$ cat src/rtl/rf_bank.sv
// rtl/rf_bank.sv - banked GPR file (R0-R7 banked, R8-R15 shared) with in-order load scoreboard
// Optional feature: define RF_BYPASS_EN to forward same-cycle EX/MA write data to the read ports.
module rf_bank #(
    parameter int NRD   = 3,
    parameter int NBANK = 2,
    parameter int LDQ   = 2
) (
    input  logic                       clk,
    input  logic                       rst,
    input  logic                       stall,
    input  logic [4*NRD-1:0]           rd_idx,
    output logic [32*NRD-1:0]          rd_data,
    output logic [NRD-1:0]             busy,
    input  logic                       ex_we,
    input  logic [3:0]                 ex_idx,
    input  logic [31:0]                ex_data,
    input  logic                       ld_issue,
    input  logic [3:0]                 ld_idx,
    input  logic                       ma_we,
    input  logic [31:0]                ma_data,
    input  logic                       bank_push,
    input  logic                       bank_pop,
    output logic [$clog2(NBANK)-1:0]   bank_cur,
    output logic                       bank_ovf,
    output logic                       ldq_full,
    output logic                       ld_err
);
    localparam int BW    = $clog2(NBANK);
    localparam int NPHYS = 8 * NBANK + 8;
    localparam int PW    = $clog2(NPHYS);
    localparam int QW    = (LDQ > 1) ? $clog2(LDQ) : 1;
    localparam int CW    = $clog2(LDQ + 1);

    logic [31:0]   regs_q [NPHYS];
    logic [31:0]   regs_d [NPHYS];
    logic [PW-1:0] ldq_q  [LDQ];
    logic [PW-1:0] ldq_d  [LDQ];
    logic [QW-1:0] head_q, head_d;
    logic [CW-1:0] cnt_q, cnt_d;
    logic [BW-1:0] bank_q, bank_d;
    logic          ovf_q, ovf_d;
    logic          err_q, err_d;

    logic             q_full, q_empty;
    logic             ex_wr, ma_ok, iss_try, iss_ok;
    logic [PW-1:0]    head_phys, ex_phys, rp;
    logic [NPHYS-1:0] pend;

    // Banked registers live at bank*8+n; the shared R8-R15 sit above all banks.
    function automatic logic [PW-1:0] phys(input logic [3:0] idx, input logic [BW-1:0] bank);
        if (idx[3]) return PW'(8 * NBANK) + PW'(idx[2:0]);
        return PW'({bank, idx[2:0]});
    endfunction

    // Modulo-LDQ pointer add; operands never exceed 2*LDQ-1.
    function automatic logic [QW-1:0] qadd(input logic [QW-1:0] a, input int b);
        int t;
        t = int'(a) + b;
        if (t >= LDQ) t = t - LDQ;
        return QW'(t);
    endfunction

    assign q_full    = (cnt_q == CW'(LDQ));
    assign q_empty   = (cnt_q == '0);
    assign ex_wr     = ex_we && !stall && !rst;
    assign ma_ok     = ma_we && !q_empty && !rst;
    assign iss_try   = ld_issue && !stall;
    assign iss_ok    = iss_try && !q_full && !rst;
    assign head_phys = ldq_q[head_q];
    assign ex_phys   = phys(ex_idx, bank_q);

    assign bank_cur = bank_q;
    assign bank_ovf = ovf_q;
    assign ldq_full = q_full;
    assign ld_err   = err_q;

    // Pending set is derived from queue contents, so duplicate targets stay pending until the last one returns.
    always_comb begin
        pend = '0;
        for (int i = 0; i < LDQ; i++) begin
            if (i < int'(cnt_q)) pend[ldq_q[qadd(head_q, i)]] = 1'b1;
        end
    end

`ifdef RF_BYPASS_EN
    logic [NPHYS-1:0] pend_rest;

    // Pending set excluding the head entry: what remains after this cycle's load return.
    always_comb begin
        pend_rest = '0;
        for (int i = 1; i < LDQ; i++) begin
            if (i < int'(cnt_q)) pend_rest[ldq_q[qadd(head_q, i)]] = 1'b1;
        end
    end
`endif

    // Next-state: MA write then EX write (EX wins), queue push/pop, bank stack, sticky errors.
    always_comb begin
        regs_d = regs_q;
        ldq_d  = ldq_q;
        head_d = head_q;
        cnt_d  = cnt_q + CW'(iss_ok) - CW'(ma_ok);
        bank_d = bank_q;
        ovf_d  = ovf_q;
        err_d  = err_q | (iss_try && q_full) | (ma_we && q_empty);
        if (ma_ok) begin
            regs_d[head_phys] = ma_data;
            head_d            = qadd(head_q, 1);
        end
        if (ex_wr) regs_d[ex_phys] = ex_data;
        if (iss_ok) ldq_d[qadd(head_q, int'(cnt_q))] = phys(ld_idx, bank_q);
        if (!stall && bank_push && !bank_pop) begin
            if (bank_q == BW'(NBANK - 1)) ovf_d = 1'b1;
            else                          bank_d = bank_q + BW'(1);
        end
        if (!stall && bank_pop && !bank_push && bank_q != '0) bank_d = bank_q - BW'(1);
        if (rst) begin
            head_d = '0;
            cnt_d  = '0;
            bank_d = '0;
            ovf_d  = 1'b0;
            err_d  = 1'b0;
        end
    end

    // Read ports and per-port load-pending flags.
    always_comb begin
        rd_data = '0;
        busy    = '0;
        rp      = '0;
        for (int p = 0; p < NRD; p++) begin
            rp                  = phys(rd_idx[4*p +: 4], bank_q);
            rd_data[32*p +: 32] = regs_q[rp];
            busy[p]             = pend[rp];
`ifdef RF_BYPASS_EN
            if (ma_ok && head_phys == rp) begin
                rd_data[32*p +: 32] = ma_data;
                busy[p]             = pend_rest[rp];
            end
            if (ex_wr && ex_phys == rp) rd_data[32*p +: 32] = ex_data;
`endif
        end
    end

    // State registers; reset is folded into the _d logic, GPR contents are never reset.
    always_ff @(posedge clk) begin
        regs_q <= regs_d;
        ldq_q  <= ldq_d;
        head_q <= head_d;
        cnt_q  <= cnt_d;
        bank_q <= bank_d;
        ovf_q  <= ovf_d;
        err_q  <= err_d;
    end
endmodule

$ cat config.mk
export PLATFORM = sky130hd
export DESIGN_NAME = rf_bank
export DESIGN_NICKNAME = d
export VERILOG_FILES = /design/src/rtl/rf_bank.sv
export SDC_FILE = /design/constraint.sdc
export NUM_CORES = 2
export LEC_CHECK = 0
export CAP_MARGIN = 20
export CORE_MARGIN = 2
export CORE_UTILIZATION = 28
export CTS_BUF_LIST = sky130_fd_sc_hd__clkbuf_4
export CTS_CLUSTER_DIAMETER = 80
export DETAILED_ROUTE_END_ITERATION = 6
export SYNTH_ARGS = -nofsm -noshare
export SYNTH_HDL_FRONTEND = slang
export SYNTH_SLANG_ARGS = --single-unit
$ cat constraint.sdc
create_clock -name clk -period 3.48 [get_ports clk]
set_clock_uncertainty 0.15 [all_clocks]
set_input_delay 0.87 -clock clk [delete_from_list [all_inputs] [get_ports clk]]
set_output_delay 0.87 -clock clk [all_outputs]
set_load 0.1 [all_outputs]
==> qor.txt <==
Post-synth ARST share: 0%
number of flops mapped to enable cells by yosys: 10
Final GP Congestion: 0.907
Clock Sinks: 784
Yosys warning count: 0
CORE AREA: 183000 um^2
DR iter-0 viols: 4794
Critical Path Max Stage Delay: 540 ps
endpoint class of the critical path: output pin
R2R setup slack: 720 ps
Tot GR Track Use: 22.2%
largest net degree at the start of global routing: 65
total CTS buffers: 195
Initial Utilization: 28.2%
wire per inst: 26.6 um
Mapped Avg Cell Area: 10.4 um^2
layout cells sized above 1: 39.8%
leading area contributor after synthesis: dfxtp_1
I/O pins: 195
WS Path Type: reg -> out
Layout area overhead: 29.2%
Pre-Repair DR Iteration Count: 5
Yosys cell types: 65
Buf/Inv on CP: 4
WP data arrival: 3820 ps
die height: 433 um
critical path's top delay family: compound AO/OA/AOI/OAI gates
RSZ-0062 raised after global routing: true
worst skew pair latency: 1200 ps
# DRC: 0
vias per cell: 5.62
final hold viol count: 0
die extent in x: 433 um
number of routed nets with antenna violations: 0
Layout Nets: 5448
Cells after Synth: 4969
Max Freq: 207 MHz
CP max-delay cell: mux4_2
Layout fillers: 17800
max_cap viols: 0
antenna violations before repair: 26
fin area: 66700 um^2
number of global-route vias before repair: 43600
Worst slew margin: 33.2%
Worst VDD drop: 0.292 mV
TritonCTS clock tree: done
Clock Tree Buf Depth: 3
element type at the critical path start: register
worst r2r path cells: 9
PD cells: 476 nW/um^2
Max FO, Critical Path: 6
first-pass GRT wire length: 306000 um
HP Class: in -> reg
# rows: 157
status: finished with violations
worst-margin pin slew: 1000 ps
Seq/Total Area, Yosys: 30.6%
most frequent CP cell: buf_4
Final setup viols: 99
H-tree Lvls: 4
root buf cell: clkbuf_4
CP required: 2460 ps
grt total ovfl: 0
hold path startpoint: ld_idx[2]
Synth area leaders: dfxtp_1 30%, mux4_2 30%, mux2i_1 16%
hold path cells: 1
final setup margin: -1360 ps
crit path from: ldq_q[1]
Top FF cell, synth: dfxtp_1
period utilization: 139%
R2R Path End: regs_q[150]
Cell Area, Synth: 51600 um^2
Reg-to-Reg Start: ldq_q[1]
#FFs+latches synth: 784
Leakage: 29.0 nW
post-place instance area: 62400 um^2
failing checks: setup timing
Synth Net Count: 5063
DP Wirelength: 137000 um
clk slew on worst S/H paths: 60 ps
# port buffers: 194
die footprint: 188000 um^2
Synth top area share: 30.0%
Min-Delay Endpoint: ldq_q[7]
cell chain of the critical path: buf_4, buf_4, nor2b_2, a31oi_2, o22ai_1, mux4_2, a2111oi_4, buf_4, a211oi_4, buf_12
DRT Wirelength: 212000 um
routed via count: 44900
setup TNS: -52000 ps
Max Slew Vio Count: 0
crit path time final: 4840 ps
cells by family (layout without fill, tap and decap cells):
family	Yosys count	in the layout	synth area share [%]
other cells	0	16	0
buf+inv	586	1116	4.67
xor+xnor	4	4	0.0679
flops	784	784	30.6
fa+ha+maj	2	2	0.0485
compound gates	960	960	9.75
mux	1528	1528	46.0
simple gates	1105	1105	8.82
through the flow:
stage	hold WS, ps	setup WS [ps]	instances	utilization [%]	power, mW
3_5_place_dp	315	-761	7559	34.1	23.3
3_3_place_gp	309	-753	7559	34.1	23.0
5_1_grt	59.6	-1540	7978	36.4	33.0
2_1_floorplan	382	-602	4969	-	19.6
4_1_cts	38.3	-1400	7964	36.3	31.7
6_report	133	-1360	7979	36.4	31.8
timing repair:
item,CTS,global route
pin swaps,49,37
buffers inserted,57,15
resized for setup,233,200
hold buffers,0,0
cloned,10,1
endpoints found under the setup margin,100,100
Yosys cell counts, types with 3 or more instances:
cell type  number
nand2b_1        5
o211ai_1       18
nand4_1         4
nor3_1         10
inv_1           7
nor3b_2         4
dfxtp_1       774
o22ai_1        19
o21ai_1        14
nor3b_1         7
a21oi_1       394
nor2b_1        13
buf_2         161
mux2i_1       848
mux4_2        677
nand2_1       552
o21ai_0       449
buf_4           3
a211oi_1        3
or2_2           4
clkbuf_1      369
mux2_2          3
and3b_1        10
a32oi_1         5
nor3_2          3
buf_1          43
nor2_1        446
a31oi_1        41
a2111oi_2       3
nor4b_1         6
and3_1          4
nand3_1        14
nand3b_1        3
edfxtp_1       10
sequential cells by signal, summed over array words and instances (netlist names):
name	cells
bank_cur	1
regs_q	768
head_q	1
ldq_q	10
bank_ovf	1
cnt_q	2
ld_err	1
worst register-to-register path, stage by stage (launching register included):
cell,delay (ps)
edfxtp_1,450
buf_4,170
buf_4,150
and3_1,190
buf_4,150
or2_2,430
nand3_4,330
buf_4,310
mux2i_1,210
o21ai_0,110
routing by layer:
layer / vias to the layer above / routed length (um) / part of all wire (%) / global-route usage, %
met5: - / 155 / 0.073 / 0
met2: 2446 / 97800 / 46 / 35.3
met4: 26 / 13900 / 6.6 / 13.3
met1: 22200 / 79000 / 37 / 26.6
li1: 19600 / - / - / -
met3: 646 / 21500 / 10 / 6.28
where the power goes:
group          internal [mW]  total, mW  leakage, nW  switching (mW)
clock network           3.92       8.05         1.46            4.12
registers               10.7       12.3         6.56            1.60
logic                   5.60       11.4         21.0            5.81
cell type report:
class                      count  area, um^2  share of cell area (%)
clock buffer                 289        2170                    3.25
inverter                       9        41.3                  0.0619
antenna                       16        40.0                  0.0600
timing repair buffer         765        9190                    13.8
clock inverter                53         272                   0.407
sequential                   784       16100                    24.1
tap                         2464        3080                    4.62
multi-input combinational   3599       35900                    53.8
layout by cell type (no fill, tap or decap), types with 33 or more instances in the layout:
cell type / count
buf_6: 34
nor2_4: 65
nor2_1: 377
clkdlybuf4s50_1: 80
mux2i_1: 844
buf_4: 401
nand2_2: 52
nand2_1: 488
clkbuf_4: 289
dfxtp_1: 572
clkinv_1: 43
buf_12: 232
mux4_2: 677
o21ai_0: 419
a31oi_4: 33
o21ai_4: 39
dfxtp_2: 200
a21oi_1: 361
how the worst max path moves through the flow:
stage | depth (start not counted) | end
after global routing | 11 | busy[1]
final | 10 | busy[0]
after detailed placement | 7 | rd_data[55]
after global placement | 7 | rd_data[55]
after CTS | 10 | busy[1]
after floorplan | 8 | busy[1]
Power figures use the tool's default switching activity.
